### src/rtl/div_responder.sv
// rtl/div_responder.sv - multi-cycle 32-bit radix-2 restoring divider, responder side of the divider handshake
//
// Purpose:
//   Accepts a dividend and a divisor over two independent valid/ready channels,
//   runs 32 restoring steps, and presents {quotient, remainder} on a one-cycle
//   m_axis_dout_tvalid pulse. SIGNED=1 gives two's-complement division (DIV),
//   SIGNED=0 gives unsigned division (DIVU).
//
// Ports:
//   clk, reset                     single clock, synchronous active-high reset
//   s_axis_dividend_tdata/tvalid   dividend offer; s_axis_dividend_tready accept
//   s_axis_divisor_tdata/tvalid    divisor offer;  s_axis_divisor_tready accept
//   m_axis_dout_tdata[63:0]        {quotient, remainder}, held until next result
//   m_axis_dout_tvalid             one-cycle result pulse, no back-pressure
//   cancel                         only when DIV_CANCEL_EN is defined
//
// Configuration macro:
//   DIV_CANCEL_EN  adds the cancel input (abort in BUSY/DONE, drop half pair in IDLE)

module div_responder #(
    parameter int unsigned SIGNED = 1
) (
    input  logic        clk,
    input  logic        reset,
    input  logic [31:0] s_axis_dividend_tdata,
    input  logic        s_axis_dividend_tvalid,
    output logic        s_axis_dividend_tready,
    input  logic [31:0] s_axis_divisor_tdata,
    input  logic        s_axis_divisor_tvalid,
    output logic        s_axis_divisor_tready,
    output logic [63:0] m_axis_dout_tdata,
    output logic        m_axis_dout_tvalid
`ifdef DIV_CANCEL_EN
    ,
    input  logic        cancel
`endif
);

    localparam bit IS_SIGNED = (SIGNED != 0);

    typedef enum logic [1:0] {
        S_IDLE = 2'd0,
        S_BUSY = 2'd1,
        S_DONE = 2'd2
    } state_t;

    state_t      state_q, state_d;
    logic        dvd_got_q, dvd_got_d;
    logic        dvs_got_q, dvs_got_d;
    logic [31:0] dvd_q, dvd_d;     // raw dividend, kept for the divide-by-zero remainder
    logic [31:0] dvs_q, dvs_d;     // raw divisor while waiting in IDLE, its magnitude from BUSY on
    logic [4:0]  cnt_q, cnt_d;
    logic [31:0] rem_q, rem_d;
    logic [31:0] quo_q, quo_d;     // starts as |dividend|, shifts out as quotient bits shift in
    logic        q_neg_q, q_neg_d;
    logic        r_neg_q, r_neg_d;
    logic [63:0] dout_q, dout_d;

    logic        cancel_w;
    logic        dvd_take, dvs_take;
    logic [31:0] dvd_now, dvs_now;
    logic [32:0] shifted;
    logic        trial_ge;
    logic [31:0] trial_diff;
    logic [31:0] q_fix, r_fix;
    logic [63:0] result;

`ifdef DIV_CANCEL_EN
    assign cancel_w = cancel;
`else
    assign cancel_w = 1'b0;
`endif

    function automatic logic [31:0] mag(input logic [31:0] v);
        return (IS_SIGNED && v[31]) ? (~v + 32'd1) : v;
    endfunction

    // Each channel is taken the moment it is offered while IDLE and not yet held.
    assign dvd_take = (state_q == S_IDLE) && !dvd_got_q && s_axis_dividend_tvalid;
    assign dvs_take = (state_q == S_IDLE) && !dvs_got_q && s_axis_divisor_tvalid;
    assign dvd_now  = dvd_got_q ? dvd_q : s_axis_dividend_tdata;
    assign dvs_now  = dvs_got_q ? dvs_q : s_axis_divisor_tdata;

    // Restoring step. The remainder stays below the divisor, so whenever the
    // 33-bit trial is non-negative its difference fits in 32 bits and the low
    // 32 bits of a plain 32-bit subtraction are exact.
    assign shifted    = {rem_q, quo_q[31]};
    assign trial_ge   = (shifted >= {1'b0, dvs_q});
    assign trial_diff = shifted[31:0] - dvs_q;

    assign q_fix  = q_neg_q ? (~quo_q + 32'd1) : quo_q;
    assign r_fix  = r_neg_q ? (~rem_q + 32'd1) : rem_q;
    // Zero magnitude means zero divisor; that answer overrides the sign fixup.
    assign result = (dvs_q == 32'd0) ? {32'hFFFF_FFFF, dvd_q} : {q_fix, r_fix};

    assign s_axis_dividend_tready = (state_q == S_IDLE) && !dvd_got_q;
    assign s_axis_divisor_tready  = (state_q == S_IDLE) && !dvs_got_q;
    assign m_axis_dout_tvalid     = (state_q == S_DONE) && !cancel_w;
    assign m_axis_dout_tdata      = m_axis_dout_tvalid ? result : dout_q;

    always_comb begin
        state_d   = state_q;
        dvd_got_d = dvd_got_q;
        dvs_got_d = dvs_got_q;
        dvd_d     = dvd_q;
        dvs_d     = dvs_q;
        cnt_d     = cnt_q;
        rem_d     = rem_q;
        quo_d     = quo_q;
        q_neg_d   = q_neg_q;
        r_neg_d   = r_neg_q;
        dout_d    = dout_q;

        case (state_q)
            S_IDLE: begin
                if (cancel_w) begin
                    dvd_got_d = 1'b0;
                    dvs_got_d = 1'b0;
                end else if ((dvd_got_q || dvd_take) && (dvs_got_q || dvs_take)) begin
                    // Flags drop here; tready stays low anyway until IDLE returns.
                    state_d   = S_BUSY;
                    dvd_got_d = 1'b0;
                    dvs_got_d = 1'b0;
                    cnt_d     = 5'd0;
                    rem_d     = 32'd0;
                    quo_d     = mag(dvd_now);
                    dvs_d     = mag(dvs_now);
                    dvd_d     = dvd_now;
                    q_neg_d   = IS_SIGNED && (dvd_now[31] ^ dvs_now[31]);
                    r_neg_d   = IS_SIGNED && dvd_now[31];
                end else begin
                    if (dvd_take) begin
                        dvd_got_d = 1'b1;
                        dvd_d     = s_axis_dividend_tdata;
                    end
                    if (dvs_take) begin
                        dvs_got_d = 1'b1;
                        dvs_d     = s_axis_divisor_tdata;
                    end
                end
            end
            S_BUSY: begin
                if (cancel_w) begin
                    state_d = S_IDLE;
                end else begin
                    rem_d = trial_ge ? trial_diff : shifted[31:0];
                    quo_d = {quo_q[30:0], trial_ge};
                    cnt_d = cnt_q + 5'd1;
                    if (cnt_q == 5'd31) begin
                        state_d = S_DONE;
                    end
                end
            end
            S_DONE: begin
                state_d = S_IDLE;
                if (!cancel_w) begin
                    dout_d = result;
                end
            end
            default: begin
                state_d = S_IDLE;
            end
        endcase
    end

    always_ff @(posedge clk) begin
        if (reset) begin
            state_q   <= S_IDLE;
            dvd_got_q <= 1'b0;
            dvs_got_q <= 1'b0;
            dvd_q     <= 32'd0;
            dvs_q     <= 32'd0;
            cnt_q     <= 5'd0;
            rem_q     <= 32'd0;
            quo_q     <= 32'd0;
            q_neg_q   <= 1'b0;
            r_neg_q   <= 1'b0;
            dout_q    <= 64'd0;
        end else begin
            state_q   <= state_d;
            dvd_got_q <= dvd_got_d;
            dvs_got_q <= dvs_got_d;
            dvd_q     <= dvd_d;
            dvs_q     <= dvs_d;
            cnt_q     <= cnt_d;
            rem_q     <= rem_d;
            quo_q     <= quo_d;
            q_neg_q   <= q_neg_d;
            r_neg_q   <= r_neg_d;
            dout_q    <= dout_d;
        end
    end

endmodule

### config.mk
export PLATFORM = sky130hd
export DESIGN_NAME = div_responder
export DESIGN_NICKNAME = d
export VERILOG_FILES = /design/src/rtl/div_responder.sv
export SDC_FILE = /design/constraint.sdc
export NUM_CORES = 1
export LEC_CHECK = 0
export ABC_AREA = 1
export CORE_MARGIN = 5
export CORE_UTILIZATION = 46
export CTS_CLUSTER_DIAMETER = 50
export DETAILED_ROUTE_END_ITERATION = 8
export PLACE_DENSITY = 0.66
export SLEW_MARGIN = 20
export SYNTH_ARGS = -nofsm -noshare
export SYNTH_HDL_FRONTEND = slang
export SYNTH_SLANG_ARGS = --single-unit
### constraint.sdc
create_clock -name clk -period 2.5 [get_ports clk]
set_input_delay 0.625 -clock clk [delete_from_list [all_inputs] [get_ports clk]]
set_output_delay 0.625 -clock clk [all_outputs]
set_load 0.03 [all_outputs]
==> reports/metrics.csv, run 1 <==
stage;metric;value;unit
floorplan;core_area;35700;um2
timing;setup_viol;65;
grt;grtUsageTotal;32.9;%
placed_design;hpwl;52200;um
synthesis;synth-simple-area-share;41.5;%
synthesis;synthMuxAreaShare;0;%
timing;slew_violations;0;
placed_design;dpl_cell_area;20700;um2
power_and_ir_drop;swShare;42.6;%
cells_and_area;diodes;0;
run_status;status;complete, but fails checks;
cts;numCtsBuffers;35;
setup_path;worst_setup_path_start_kind;flop;
grt;first_global_vias;19500;
setup_path;critical_path_arrival;2.71;ns
timing;period_needed;3.33;ns
synthesis;yosysUniqueCellTypes;50;
synthesis;synth_area_leaders;dfxtp_1 (24%), nand2_1 (24%), inv_1 (8.1%);
cts;cts_sinks;203;
detailed_routing;firstDrtPassIters;6;
synthesis;syn_inst;2946;
timing;setup_slack;-0.833;ns
cts;cts_root_buffer;clkbuf_16;
timing;max_slew_margin;45.6;%
synthesis;synth_top_flop_cell;dfxtp_1;
synthesis;synth_fa_ha_area_share;2.98;%
synthesis;synth_xor_area_share;2.53;%
synthesis;yosysSeqAreaShare;24.4;%
setup_path;criticalPathCategory;flop to output port;
detailed_routing;vias;21000;
synthesis;yosys_warnings;0;
detailed_routing;wire_per_inst;18.1;um
detailed_routing;avgViaCountPerCell;5.43;
grt;grt_max_degree;137;
floorplan;initial_core_util;46.7;%
timing;hold_viol;0;
synthesis;mappedNetlistNets;3053;
power_and_ir_drop;switchingPower;7.78;mW
setup_path;endpoint_kind;output port;
power_and_ir_drop;p_int;10.5;mW
synthesis;synth_compound_area_share;16.0;%
cts;worstSkewPairLatency;0.55;ns
floorplan;rows;69;
cts;cts_tree;done;
placed_design;place.gp.congestion;0.967;
placed_design;io_buffer_count;134;
grt;antenna_found_initial;0;
synthesis;netlist.top_cell.by_area;dfxtp_1;
power_and_ir_drop;clockPowerShare;28.4;%
cells_and_area;stdcell_count;3872;
floorplan;dieHeight;200;um
power_and_ir_drop;power_density;777;nW/um2
synthesis;synth-seq-cells;203;
worst_hold_path;hold_path.class;flop to flop;
grt;grt_pass1_wl;107000;um
synthesis;synth_top_family_by_area;simple AND/OR/NAND/NOR gates;
power_and_ir_drop;p_leak;11.7;nW
timing;fmax;300;MHz
timing;post-route-period-util;133;%
flow_run;maxCapViolCount;0;
cells_and_area;num-nets-final;3491;
detailed_routing;drt_wl_total;70100;um
power_and_ir_drop;combPwrFrac;50.3;%
timing;rsz0062_at_grt;true;
cts;htree_levels;2;
cts;clk_pin_slew;0.06;ns
synthesis;syn_area_per_cell;5.65;um2
cells_and_area;fin_area;23500;um2
cells_and_area;area_growth;41.1;%
synthesis;synth_edf_count;0;
power_and_ir_drop;p_seq_share;21.4;%
detailed_routing;ant_nets;0;
cells_and_area;post-route-util;65.9;%
synthesis;synth_area;16600;um2
cts;clockBufferDepth;3;
floorplan;boundaryPins;135;
detailed_routing;drt_iter0_drc;2093;
floorplan;die_w;200;um
timing;hold_slack;0.470;ns
timing;finClkSkew;0.0189;ns
timing;worst_slew_pin_slew;0.815;ns
setup_path;crit_required;1.88;ns
run_status;failed_checks;negative setup slack;
placed_design;place_inst;3764;
cells_and_area;layout-drive-gt1-share;22.7;%
grt;gr-total-overflow;0;
setup_path;cp_max_fo;4;
synthesis;yosysTopAreaCellShare;24.4;%
floorplan;dieArea;40100;um2
power_and_ir_drop;peakVddDrop;0.000759;V
synthesis;async_flop_share;0;%
detailed_routing;drc;0;
[metal layers]
metal,vias to the layer above,share of wire [%],GRT usage (%)
met4,0,2.4,8.43
met1,9656,46,48.9
met2,960,42,48.7
li1,10300,-,-
met5,-,0,0
met3,128,10,6.24
[kinds of logic (layout without fill, tap and decap cells)]
| kind of cell | Yosys count | in the layout |
|---|---|---|
| AO/OA/AOI/OAI | 493 | 493 |
| XOR/XNOR | 48 | 48 |
| adder cells (fa/ha/maj) | 39 | 39 |
| buffers and inverters | 500 | 964 |
| flip-flops | 203 | 203 |
| AND/OR/NAND/NOR | 1663 | 1664 |
[cell usage in the layout, fill, tap and decap left out, types with 6 or more instances in the layout]
master / synthesis / final
a21oi_1: 225 / 222
a31oi_1: 41 / 31
a31oi_4: 0 / 10
and2_1: 13 / 13
buf_12: 0 / 28
buf_4: 16 / 372
buf_6: 13 / 57
clkbuf_16: 0 / 38
clkdlybuf4s50_1: 0 / 66
clkinvlp_4: 0 / 6
dfxtp_1: 203 / 195
dfxtp_2: 0 / 6
ha_1: 38 / 16
ha_4: 0 / 21
inv_1: 358 / 342
inv_2: 10 / 20
inv_6: 1 / 8
nand2_1: 1069 / 1003
nand2_2: 10 / 73
nand2_4: 3 / 6
nand3_1: 212 / 188
nand3_2: 5 / 29
nand3b_1: 20 / 20
nand4_1: 35 / 35
nor2_1: 246 / 218
nor2_2: 10 / 29
nor2_4: 2 / 12
nor3_1: 17 / 15
nor4_1: 9 / 8
o211ai_1: 10 / 10
o21ai_0: 170 / 149
o21ai_1: 20 / 28
o21ai_2: 5 / 18
o22ai_1: 6 / 6
or2_2: 7 / 7
xnor2_1: 14 / 14
xor2_1: 34 / 34
[power by group through the flow]
stage | clock (mW) | combinational, mW | sequential [mW]
after floorplan | 0 | 4.66 | 3.85
after global placement | 0 | 8.04 | 3.91
after detailed placement | 0 | 8.09 | 3.92
after CTS | 5.21 | 8.36 | 3.88
after global routing | 5.37 | 9.96 | 3.93
final | 5.17 | 9.17 | 3.90
[synthesized netlist by cell type, types with 9 or more instances]
cell      count
a31oi_1      41
dfxtp_1     203
nand2_1    1069
buf_1         9
nor3_1       17
nand3b_1     20
xnor2_1      14
inv_1       358
nand4_1      35
buf_4        16
and2_1       13
clkbuf_1     62
nand2_2      10
o21ai_0     170
o21ai_1      20
o211ai_1     10
buf_2        28
inv_2        10
nor4_1        9
buf_6        13
nand3_1     212
ha_1         38
a21oi_1     225
nor2_2       10
xor2_1       34
nor2_1      246
[flip-flops by register name, indices dropped and copies added (netlist names)]
register	cells
dout_q	64
dvd_got_q	1
q_neg_q	1
cnt_q	5
rem_q	32
dvs_q	32
r_neg_q	1
quo_q	32
state_q	2
dvs_got_q	1
dvd_q	32
[critical path, stage by stage (launching register included)]
cell      delay [ns]
dfxtp_2         0.33
inv_4           0.10
ha_4            0.14
nand4_1         0.17
nor2_4          0.18
nand3b_1        0.25
nand2_2         0.16
o21ai_2         0.07
xor2_1          0.25
buf_4           0.18
nand2_2         0.05
o21ai_2         0.08
inv_1           0.07
buf_6           0.14
[worst paths after layout]
| kind | to | from | depth (start not counted) | slack (ns) |
|---|---|---|---|---|
| setup / recovery | m_axis_dout_tdata[48] | quo_q[0]$_SDFFE_PP0P_ | 13 | -0.83 |
| hold / removal | dout_q[1]$_SDFF_PP0_ | dout_q[1]$_SDFF_PP0_ | 2 | 0.47 |
| setup reg to reg | dout_q[58]$_SDFF_PP0_ | quo_q[0]$_SDFFE_PP0P_ | 23 | -0.81 |
| hold reg to reg | dout_q[1]$_SDFF_PP0_ | dout_q[1]$_SDFF_PP0_ | 2 | 0.47 |
[final cells by class]
| class | count | area, um2 |
|---|---|---|
| Sequential cell | 203 | 4080 |
| Clock buffer | 44 | 971 |
| Tap cell | 461 | 577 |
| Fill cell | 3274 | 12200 |
| Multi-Input combinational cell | 2244 | 11400 |
| Timing Repair Buffer | 529 | 4750 |
| Clock inverter | 20 | 262 |
| Inverter | 371 | 1420 |
[stage by stage]
step	power (mW)	setup WS (ns)	TNS (ns)
2_1_floorplan	8.51	0.0337	0
3_3_place_gp	12.0	-0.447	-23.90
3_5_place_dp	12.0	-0.446	-25.23
4_1_cts	17.4	-0.787	-42.54
5_1_grt	19.3	-0.921	-51.97
6_report	18.2	-0.833	-42.29
[repair_timing]
item | 4_1_cts | 5_1_grt
setup endpoints to repair | 70 | 111
hold buffers | 0 | 0
gates resized for setup | 137 | 172
endpoints found under the hold margin | 0 | 0
gates cloned | 0 | 3
pin swaps | 16 | 38
setup buffers | 22 | 19
(Power assumes the default switching activity.)
==> run 2: changes to the inputs <==
CORE_ASPECT_RATIO = 1.5   (was unset)
==> reports/metrics.csv, run 2 (synthesis gave the netlist of run 1 again) <==
stage;metric;value;unit
setup_path;criticalPathCategory;flop to output port;
run_status;failed_checks;design-rule violations, negative setup slack;
timing;rsz0062_at_grt;true;
floorplan;dieArea;40200;um2
power_and_ir_drop;p_leak;12.5;nW
flow_run;maxCapViolCount;0;
setup_path;crit_path_start;dvs_q[16]$_SDFFE_PP0P_;
detailed_routing;avgViaCountPerCell;5.53;
run_status;status;complete, but fails checks;
setup_path;reg2reg_from;dvs_q[16]$_SDFFE_PP0P_;
cells_and_area;final_cell_mix;nand2_1 (946), buf_4 (341), inv_1 (325);
setup_path;rr_worst_depth;21;
setup_path;cp_cell_sequence;inv_1 > nand4_1 > nor2_2 > nand3_2 > nor2_4 > buf_6 > buf_6 > clkinv_8 > buf_8 > o211ai_1 > nand2_1 > inv_2 > buf_6;
detailed_routing;ant_nets;0;
power_and_ir_drop;peakVddDrop;0.000640;V
cells_and_area;diodes;0;
detailed_routing;drt_wl_total;75000;um
worst_hold_path;whs_path_depth;2;
cts;cts_root_buffer;clkbuf_16;
floorplan;die_w;165;um
grt;gr-total-overflow;0;
detailed_routing;drt_iter0_drc;1558;
cells_and_area;area_growth;52.5;%
setup_path;critical_path_arrival;2.71;ns
grt;grt_max_degree;123;
timing;slew_violations;0;
worst_hold_path;hold_end;dout_q[8]$_SDFF_PP0_;
timing;setup_viol;82;
cts;clk_pin_slew;0.06;ns
timing;finClkSkew;0.0214;ns
floorplan;rows;85;
cells_and_area;seqCellArea;4090;um2
cts;clockBufferDepth;3;
setup_path;crit_slowest_cell;dfxtp_1;
setup_path;crit_required;1.88;ns
grt;grtUsageTotal;33.8;%
worst_hold_path;min_from;reset;
detailed_routing;vias;21600;
grt;antenna_found_initial;0;
detailed_routing;drc;1;
setup_path;cp_max_fo;6;
timing;fmax;300;MHz
timing;period_needed;3.34;ns
floorplan;initial_core_util;46.4;%
cells_and_area;largest_register_ffs;64;
cts;holdBufCountCts;0;
worst_hold_path;hold_path.class;input pin to flop;
setup_path;reg2reg_slack;-0.57;ns
cells_and_area;regMostFlops;dout_q;
cells_and_area;num-nets-final;3516;
timing;tns;-47.52;ns
power_and_ir_drop;power_density;690;nW/um2
timing;hold_viol;0;
floorplan;dieHeight;243;um
placed_design;io_buffer_count;134;
setup_path;worst_setup_path_start_kind;flop;
cts;cts_tree;done;
detailed_routing;firstDrtPassIters;9;
setup_path;endpoint_kind;output port;
cells_and_area;layout-drive-gt1-share;29.2;%
floorplan;core_area;35800;um2
cells_and_area;fillers;3046;
setup_path;cpMostUsedCell;buf_6;
placed_design;place.gp.congestion;0.993;
cts;htree_levels;1;
timing;worst_slew_pin_slew;0.761;ns
floorplan;boundaryPins;135;
detailed_routing;wire_per_inst;19.2;um
timing;setup_slack;-0.839;ns
cts;worstSkewPairLatency;0.58;ns
setup_path;cpPeakStageDelay;0.31;ns
cts;numCtsBuffers;28;
grt;first_global_vias;20900;
setup_path;rr_endpoint;dout_q[4]$_SDFF_PP0_;
timing;post-route-period-util;134;%
placed_design;hpwl;52400;um
timing;max_slew_margin;49.3;%
placed_design;dpl_worst_slack;-0.457;ns
cts;cts_sinks;203;
cells_and_area;post-route-util;70.8;%
grt;grt_pass1_wl;108000;um
cells_and_area;final_common_cell;nand2_1;
cells_and_area;multi_input_area;12700;um2
run 2: cell count changes in the layout (fill, tap and decap cells not counted), moves of 32 or more:
| cell | delta |
|---|---|
| nand2_4 | +46 |
| nand2_1 | -57 |
| a21oi_1 | -49 |
| nand3_2 | +32 |
| nand3_1 | -53 |
| a21oi_2 | +45 |
run 2: how the worst max path moves through the flow:
| stage | end | slack [ns] | cells after the start |
|---|---|---|---|
| after floorplan | m_axis_dout_tdata[54] | 0.03 | 12 |
| after global placement | m_axis_dout_tdata[4] | -0.43 | 10 |
| after detailed placement | m_axis_dout_tdata[4] | -0.46 | 10 |
| after CTS | m_axis_dout_tdata[54] | -0.72 | 12 |
| after global routing | m_axis_dout_tdata[25] | -0.89 | 10 |
| final | m_axis_dout_tdata[51] | -0.84 | 13 |
run 2: cell type report:
class                           instances  share of cell area (%)
Clock inverter                         21                   0.838
Multi-Input combinational cell       2243                    49.9
Tap cell                              478                    2.36
Sequential cell                       203                    16.1
Clock buffer                           31                    2.93
Timing Repair Buffer                  562                    22.2
Inverter                              371                    5.68
run 2: repair_timing:
action	4_1_cts	5_1_grt
buffers inserted	94	40
endpoints found under the hold margin	0	0
setup endpoints to repair	100	109
pin swaps	61	135
resized for setup	240	421
gates cloned	5	9
run 2: routing by layer:
layer	vias to the layer above	GRT usage [%]	wire [um]
met4	0	26.3	7690
met1	9925	33.5	24800
met3	381	3.67	4260
li1	10300	-	-
met5	-	0	0
met2	984	62.4	38300
run 2: worst max-delay path: cells and delay by family (launching register included):
family | cells | cell delay [ns]
and+or+nand+nor | 5 | 0.90
buffers and inverters | 7 | 0.74
DFF | 1 | 0.31
AOI/OAI and AO/OA | 1 | 0.20
run 2: power by group:
part           total [mW]  leakage, nW  internal [mW]  switching [mW]
clock network        4.18        0.474           2.40            1.78
logic                9.42         10.3           3.67            5.74
registers            3.92         1.66           3.59           0.332
run 2: metrics by stage:
step           hold slack, ns  power, mW  area [um2]  std cells
2_1_floorplan           0.440       8.51       16600       2946
3_3_place_gp            0.449       11.6       20800       3758
3_5_place_dp            0.456       11.7       20800       3758
4_1_cts                 0.377       16.3       23400       3907
5_1_grt                 0.405       18.5       25400       3909
6_report                0.392       17.5       25400       3909
